## src/rtl/preg_free_list_if.sv

```systemverilog
// Rename/retire-side handshake bundle for the physical register free list.
// The master is the rename/retire pipeline; the slave is the free list itself.
interface preg_free_list_if #(
  parameter int PREG_WIDTH = 6
);
  logic                  alloc_req;
  logic                  alloc_valid;
  logic [PREG_WIDTH-1:0] alloc_tag;
  logic                  commit_valid;
  logic                  free_valid;
  logic [PREG_WIDTH-1:0] free_tag;
  logic                  flush;
  logic [PREG_WIDTH:0]   free_count;
  logic                  full;
  logic                  err;

  modport master (
    output alloc_req, commit_valid, free_valid, free_tag, flush,
    input  alloc_valid, alloc_tag, free_count, full, err
  );

  modport slave (
    input  alloc_req, commit_valid, free_valid, free_tag, flush,
    output alloc_valid, alloc_tag, free_count, full, err
  );
endinterface

```

## src/rtl/preg_free_list.sv

```systemverilog
// Circular FIFO of free physical register tags. Rename pops from the
// speculative head, retire pushes old tags at the tail, and a committed head
// lets a flush hand every speculatively allocated tag back in one cycle.
// NUM_PREG must equal 2**PREG_WIDTH so pointer wrap is a plain overflow of
// the low PREG_WIDTH bits; the extra MSB distinguishes full from empty.
module preg_free_list #(
  parameter int PREG_WIDTH = 6,
  parameter int NUM_AREG   = 32,
  parameter int NUM_PREG   = 64
) (
  input  logic                  clk,
  input  logic                  rst,
  preg_free_list_if.slave       bus
);
  localparam int PTR_W = PREG_WIDTH + 1;

  logic [PREG_WIDTH-1:0] mem_q [NUM_PREG];
  logic [PTR_W-1:0]      head_q, head_d;
  logic [PTR_W-1:0]      commit_head_q, commit_head_d;
  logic [PTR_W-1:0]      tail_q, tail_d;
  logic                  err_q, err_d;

  logic alloc_fire;
  logic commit_fire;
  logic free_fire;
  logic full;

  // Outputs are decoded straight from registered state; no free->alloc bypass.
  assign full             = (tail_q - commit_head_q) == PTR_W'(NUM_PREG);
  assign bus.alloc_valid  = (head_q != tail_q);
  assign bus.alloc_tag    = mem_q[head_q[PREG_WIDTH-1:0]];
  assign bus.free_count   = tail_q - head_q;
  assign bus.full         = full;
  assign bus.err          = err_q;

  // Qualify each request; tag 0 is the hardwired x0 mapping and never recycled.
  assign alloc_fire  = bus.alloc_req && bus.alloc_valid && !bus.flush;
  assign commit_fire = bus.commit_valid && (commit_head_q != head_q);
  assign free_fire   = bus.free_valid && (bus.free_tag != '0) && !full;

  // Next-state for the three pointers and the sticky error flag.
  always_comb begin
    // NOTE: every always_comb output gets a default first so no path can infer a latch.
    head_d        = head_q;
    commit_head_d = commit_head_q;
    tail_d        = tail_q;
    err_d         = err_q;

    if (commit_fire) commit_head_d = commit_head_q + PTR_W'(1);

    // Flush rewinds to the committed head, including a commit landing this cycle.
    if (bus.flush)       head_d = commit_head_d;
    else if (alloc_fire) head_d = head_q + PTR_W'(1);

    if (free_fire) tail_d = tail_q + PTR_W'(1);

    if (bus.free_valid && (bus.free_tag != '0) && full) err_d = 1'b1;
    if (bus.commit_valid && (commit_head_q == head_q))  err_d = 1'b1;
  end

  // Pointer, error and storage registers with a synchronous reset image.
  always_ff @(posedge clk) begin
    if (rst) begin
      head_q        <= '0;
      commit_head_q <= '0;
      tail_q        <= PTR_W'(NUM_PREG - NUM_AREG);
      err_q         <= 1'b0;
      // NOTE: the storage is reset on purpose -- the initial free tags live in
      // the array itself, so a reset must rebuild that image, not just the pointers.
      for (int i = 0; i < NUM_PREG - NUM_AREG; i++) begin
        mem_q[i] <= PREG_WIDTH'(NUM_AREG + i);
      end
    end else begin
      // NOTE: sequential state uses non-blocking assignment so all registers
      // sample the same pre-edge values regardless of statement order.
      head_q        <= head_d;
      commit_head_q <= commit_head_d;
      tail_q        <= tail_d;
      err_q         <= err_d;
      if (free_fire) mem_q[tail_q[PREG_WIDTH-1:0]] <= bus.free_tag;
    end
  end
endmodule

```

## src/flat_wrapper.sv

```systemverilog
// flat-port wrapper written by rule: the top's interface ports become plain ports
module preg_free_list_flat 
#(
  parameter int PREG_WIDTH = 6,
  parameter int NUM_AREG   = 32,
  parameter int NUM_PREG   = 64
)
  (clk, rst, bus_alloc_req, bus_commit_valid, bus_free_valid, bus_free_tag, bus_flush, bus_alloc_valid, bus_alloc_tag, bus_free_count, bus_full, bus_err);
  preg_free_list_if #(.PREG_WIDTH(PREG_WIDTH)) bus_i ();
  input  logic clk;
  input  logic rst;
  input wire logic [$bits(bus_i.alloc_req)-1:0] bus_alloc_req;
  input wire logic [$bits(bus_i.commit_valid)-1:0] bus_commit_valid;
  input wire logic [$bits(bus_i.free_valid)-1:0] bus_free_valid;
  input wire logic [$bits(bus_i.free_tag)-1:0] bus_free_tag;
  input wire logic [$bits(bus_i.flush)-1:0] bus_flush;
  output wire logic [$bits(bus_i.alloc_valid)-1:0] bus_alloc_valid;
  output wire logic [$bits(bus_i.alloc_tag)-1:0] bus_alloc_tag;
  output wire logic [$bits(bus_i.free_count)-1:0] bus_free_count;
  output wire logic [$bits(bus_i.full)-1:0] bus_full;
  output wire logic [$bits(bus_i.err)-1:0] bus_err;
  assign bus_i.alloc_req = bus_alloc_req;
  assign bus_i.commit_valid = bus_commit_valid;
  assign bus_i.free_valid = bus_free_valid;
  assign bus_i.free_tag = bus_free_tag;
  assign bus_i.flush = bus_flush;
  assign bus_alloc_valid = bus_i.alloc_valid;
  assign bus_alloc_tag = bus_i.alloc_tag;
  assign bus_free_count = bus_i.free_count;
  assign bus_full = bus_i.full;
  assign bus_err = bus_i.err;
  preg_free_list #(.PREG_WIDTH(PREG_WIDTH), .NUM_AREG(NUM_AREG), .NUM_PREG(NUM_PREG)) u_core (.clk(clk), .rst(rst), .bus(bus_i));
endmodule
```

## config.mk

```make
export PLATFORM = sky130hd
export DESIGN_NAME = preg_free_list_flat
export DESIGN_NICKNAME = d
export VERILOG_FILES = /design/src/rtl/preg_free_list_if.sv /design/src/rtl/preg_free_list.sv /design/src/flat_wrapper.sv
export SDC_FILE = /design/constraint.sdc
export NUM_CORES = 1
export LEC_CHECK = 0
export ABC_CLOCK_PERIOD_IN_PS = 11000
export BUFFER_PORTS_ARGS = -buffer_cell sky130_fd_sc_hd__clkbuf_2
export CAP_MARGIN = 10
export CORE_ASPECT_RATIO = 1.75
export CORE_UTILIZATION = 65
export DETAILED_ROUTE_END_ITERATION = 16
export PLACE_DENSITY = 0.82
export SLEW_MARGIN = 20
export SYNTH_ARGS = -nofsm -noshare
export SYNTH_HDL_FRONTEND = slang
export SYNTH_SLANG_ARGS = --single-unit
```

## constraint.sdc

```tcl
create_clock -name clk -period 11 [get_ports clk]
set_input_delay 1.1 -clock clk [delete_from_list [all_inputs] [get_ports clk]]
set_output_delay 1.1 -clock clk [all_outputs]
set_load 0.02 [all_outputs]
```

# Yosys cells after proc, flatten, opt, wreduce, memory -nomap -nowiden
# Memory sizes are Yosys's and may differ from the RTL's. A register that Yosys moved wholly into a read port is not among the register bits.
# Cells that the tools add are included.
dict set report classes {
  bitwise 0
  n_mux 15
  div 0
  n_reduce_logical 13
  shifts 0
  addsub 5
  n_eq_ne 4
  n_mul 0
  magnitude_cmp 0
}
# cell count
set ops {}
lappend ops {{$mux W6} 4}
lappend ops {{$add A7 B1 Y7 const B} 3}
lappend ops {{$mux W7} 3}
lappend ops {{$ne A7 B7 Y1} 2}
lappend ops {{$sub A7 B7 Y7} 2}
lappend ops {{$mux W1} 8}
lappend ops {{$eq A7 B7 Y1} 1}
lappend ops {{$eq A7 B7 Y1 const B} 1}
lappend ops {{$logic_and A1 B1 Y1} 7}
lappend ops {{$reduce_bool A6 Y1} 1}
lappend ops {{$reduce_or A6 Y1} 1}
lappend ops {{$reduce_bool A2 Y1} 2}
lappend ops {{$logic_not A1 Y1} 2}
dict set report totals {
  input_bits 12
  word_cells 42
  mem_bits_rw 384
  regBits 22
  memories 1
  rom_bits 0
  latchBits 0
}
# name words word_bits rd rd_clocked_by_memory_dff write_ports line
set mem_list {}
lappend mem_list {u_core.mem_q 64 6 1 1 32 preg_free_list.sv:17} ;# logic [PREG_WIDTH-1:0] mem_q [NUM_PREG];

# Longest topological paths before layout
dict set report logic_depth {
  depth_word 9
  depth_mapped 13
}

# Worst setup path after synthesis
# OpenSTA, ideal clock, no wires.
dict set report synth_timing {
  kind {register to register}
  from {register u_core.tail_q[0]}
  to {memory u_core.mem_q[48][0] (enable)}
  arrival_ps 3117
  path_buffers 4
  path_stages_with_launch 13
  setup_ps 386
  slack_ps 7497
  cell_sequence {dfxtp_1 clkbuf_1 clkinv_1 ha_1 nor2b_1 o21a_1 nor3_1 a311o_1 buf_2 a21o_1 buf_2 buf_2 nor4_1}
}
# element line
set synth_lines {}
lappend synth_lines {{from (decl)} preg_free_list.sv:20} ;# logic [PTR_W-1:0] tail_q, tail_d;
lappend synth_lines {{from (signal assigned)} preg_free_list.sv:66} ;# tail_q <= PTR_W'(NUM_PREG - NUM_AREG);
lappend synth_lines {{from (signal assigned)} preg_free_list.sv:78} ;# tail_q <= tail_d;
lappend synth_lines {{to (decl)} preg_free_list.sv:17}

==> impl_results.md <==
* Setup Buffers After CTS at 0
* Hold buffers post-CTS at 0
* CTS tree: built
* Status: completed
* I/O Buffers at 27
* CTS sink cnt at just over 400
* Kind of critical path: reg2out
* IR drop worst, VDD at 153 uV
* Largest net degree at the start of global routing at 83
* Layout area overhead at 8.72%
* Final setup vio count at 0
* Core region area at 28000 sq um
* CP Max Fanout at 44
* Sw Pwr at a little over 800 uW
* Crit end category: output port
* H-tree Lvls at 2
* CTS Buffer Depth at 3
* FF-to-FF setup slack at 6.38 ns
* Routed vias at roughly 11000
* Cells after synthesis at 1177
* Clock slew at reported path FFs at 0.07 ns
* PwrDens at 171 nW/um^2
* Number of antenna violations at the first check in global routing at 1
* Min Tclk post-route at 5.39 ns
* Clock latency on the worst-skew pair at roughly 0.55 ns
* Final WL at 50000 um
* Max transition margin at between 10% and 20%
* Sw Ratio at 24.2%
* Async set or reset register ratio after synthesis at 0%
* Critical Path AT at 4.29 ns
* Post-CTS Resized at 0
* Clock network power share at 37.0%
* All-layer global routing usage at between 30% and 40%
* Pins Over Slew Limit at 0
* Fin Setup TNS at 0 ns
* Final Hold Viols at 0
* Final HPWL DP at 32600 um
* Seq pwr share at between 50% and 60%
* Post-synthesis sequential area ratio at 65.5%
* Post-Syn Nets at 1205
* Drt wl/cell at roughly 32 um
* Leakage at 0.00604 uW
* Via density at 7.36
* Maxcap violations at 0
* Gr ovfl total at 0
* Post-Route Skew at 0.0161 ns
* Die W at 129 um
* Fin crit share at 49.0%
* Clock root buffer: clkbuf_16
* Slew @ Worst Pin at 1.31 ns
* Post-synth cell types at 54
* Post-route ant nets at 0
* Die Ht at 225 um
* Vias in the first global route at roughly 12000
* Fmax at about 190 MHz
* I/O Pins at 28
* GP Congestion at 1.01
* P_int at 2600 uW
* Worst hold path class: reg2reg
* CTS Buf Count at 37
* Pwr Total at 3430 uW
* Mapped Avg Cell Area at between 15 and 20 sq um
* Number of synthesized flops with an enable pin at 384
* Starting density of the core at ~66%
* RSZ-0062 raised after global routing: false
* Startpoint types: register
* Drt pass-1 iters at 8
* Iter 0 DRT Violations at 1517
* Share of layout cells above drive strength 1 at 20.6%
* Syn Std Cell Area at approximately 18000 sq um
* DP Area at approximately 19000 sq um
* Final Instance Area at 20100 sq um
* Residual DRC at 0
* Post-layout util at 71.8%
* Comb pwr share at 11.5%
* Row cnt at 81
* Total Nets Final at 1190
* Critical Path RT at 9.90 ns
* Synth Flop Type: edfxtp_1
* Total Die Area at 29100 sq um
* First-pass GRT wire length at 73500 um
* Warnings, synthesis at 0
* Synthesized flop and latch total at a little over 400
[worst paths after layout]
| path | startpoint | endpoint | cells after the start |
|---|---|---|---|
| worst max register to register | u_core.tail_q[0]$_SDFFE_PP0P_ | u_core.mem_q[20][5]$_SDFFCE_PN1P_ | 9 |
| worst max-delay path | register | bus_alloc_tag[0] | 7 |
| worst min register to register | u_core.bus.err$_SDFFE_PP0P_ | u_core.bus.err$_SDFFE_PP0P_ | 2 |
| worst min-delay path | u_core.bus.err$_SDFFE_PP0P_ | u_core.bus.err$_SDFFE_PP0P_ | 2 |
[routing by layer]
metal | track usage (%) | up-vias | routed length [um]
met5 | 0 | - | 0
met4 | 30.3 | 0 | 5100
met3 | 6.41 | 298 | 4390
met2 | 62.0 | 893 | 25800
met1 | 38.6 | 5639 | 14700
li1 | - | 4654 | -
[power by group through the flow]
| stage | combinational [uW] | sequential (uW) | clock [uW] |
|---|---|---|---|
| 5_1_grt | 415 | 1770 | 1320 |
| 3_3_place_gp | 376 | 1800 | 0 |
| 2_1_floorplan | 296 | 1770 | 0 |
| 3_5_place_dp | 385 | 1800 | 0 |
| 6_report | 394 | 1770 | 1270 |
| 4_1_cts | 390 | 1770 | 1260 |
[per-stage QoR]
step	hold WS, ns	cells	setup WS, ns
6_report	0.532	1561	5.61
5_1_grt	0.573	1560	5.33
4_1_cts	0.533	1560	5.53
3_5_place_dp	0.521	1496	6.15
3_3_place_gp	0.524	1496	6.22
2_1_floorplan	0.507	1177	7.50
[synthesized netlist by cell type (2+ instances only)]
master	instances	area (sq um)
edfxtp_1	384	11500
mux4_2	120	2700
nand2_1	91	342
clkbuf_1	72	270
nor3_1	57	285
nor2_1	55	206
a21o_1	36	270
nor4_1	35	219
and3_1	34	213
dfxtp_1	28	561
nand4_1	28	175
nand3b_1	23	173
nand3_1	20	100
buf_2	19	95.1
xnor2_1	18	158
ha_1	15	188
inv_1	15	56.3
o22ai_1	12	75.1
a21oi_1	9	45.0
nor2b_1	9	56.3
o21ai_0	9	45.0
or3_1	9	56.3
or4_1	8	60.1
xor2_1	7	61.3
a211oi_1	6	45.0
buf_1	6	22.5
nand2b_1	6	37.5
and4_1	4	35.0
mux2i_1	4	40.0
o211ai_1	4	30.0
and2_1	3	18.8
buf_6	3	33.8
a2111oi_0	2	17.5
a211oi_2	2	25.0
clkinv_1	2	7.51
o21a_1	2	15.0
o31ai_1	2	15.0
or2_2	2	12.5
[logic make-up (layout without fill, tap and decap cells)]
| logic type | count (synthesis) | after routing | synth area share, % |
|---|---|---|---|
| buffers and inverters | 118 | 128 | 2.67 |
| xor gates and xnor gates | 25 | 25 | 1.19 |
| and+or+nand+nor | 387 | 387 | 10.9 |
| adders and majority gates | 16 | 16 | 1.12 |
| DFF | 412 | 412 | 65.5 |
| AOI/OAI and AO/OA | 94 | 94 | 3.75 |
| other | 0 | 1 | 0 |
| muxes | 125 | 125 | 14.9 |
[cell type report]
cell class                      instances  area, sq um
Antenna cell                            1         2.50
Clock inverter                         19          161
Sequential cell                       412        12100
Multi-Input combinational cell        647         5990
Fill cell                            1698         7890
Inverter                               17         63.8
Clock buffer                           45         1010
Timing Repair Buffer                   47          285
Tap cell                              373          467
[critical path: stages (launching register included)]
cell and delay [ns]:
dfxtp_4 0.59, buf_4 0.74, buf_4 0.69, mux4_2 0.59, mux4_2 0.48, o22ai_1 0.27, nor2_1 0.10, clkbuf_2 0.17
[cell usage in the layout (no fill, tap or decap), drive strengths merged, types with 2 or more instances in the layout]
master and count:
edfxtp 384, mux4 120, nand2 91, clkbuf 72, nor3 57, nor2 55, a21o 36, nor4 35
and3 34, nand4 28, dfxtp 28, nand3b 23, nand3 20, buf 20, inv 19, xnor2 18
ha 15, clkinv 14, o22ai 12, o21ai 10, a21oi 10, nor2b 9, or3 9, a211oi 9
or4 8, xor2 7, nand2b 6, and4 4, mux2i 4, o211ai 4, and2 3, or2 3
o31ai 3, o21a 2, a2111oi 2, bufinv 2
[registers in the layout, summed over array words and instances, names as in the netlist, named ones only]
name,flops
u_core.mem_q,384
u_core.bus.err,1
u_core.head_q,7
u_core.commit_head_q,7
u_core.tail_q,7
Note: power is estimated with default switching activity, not from simulation.
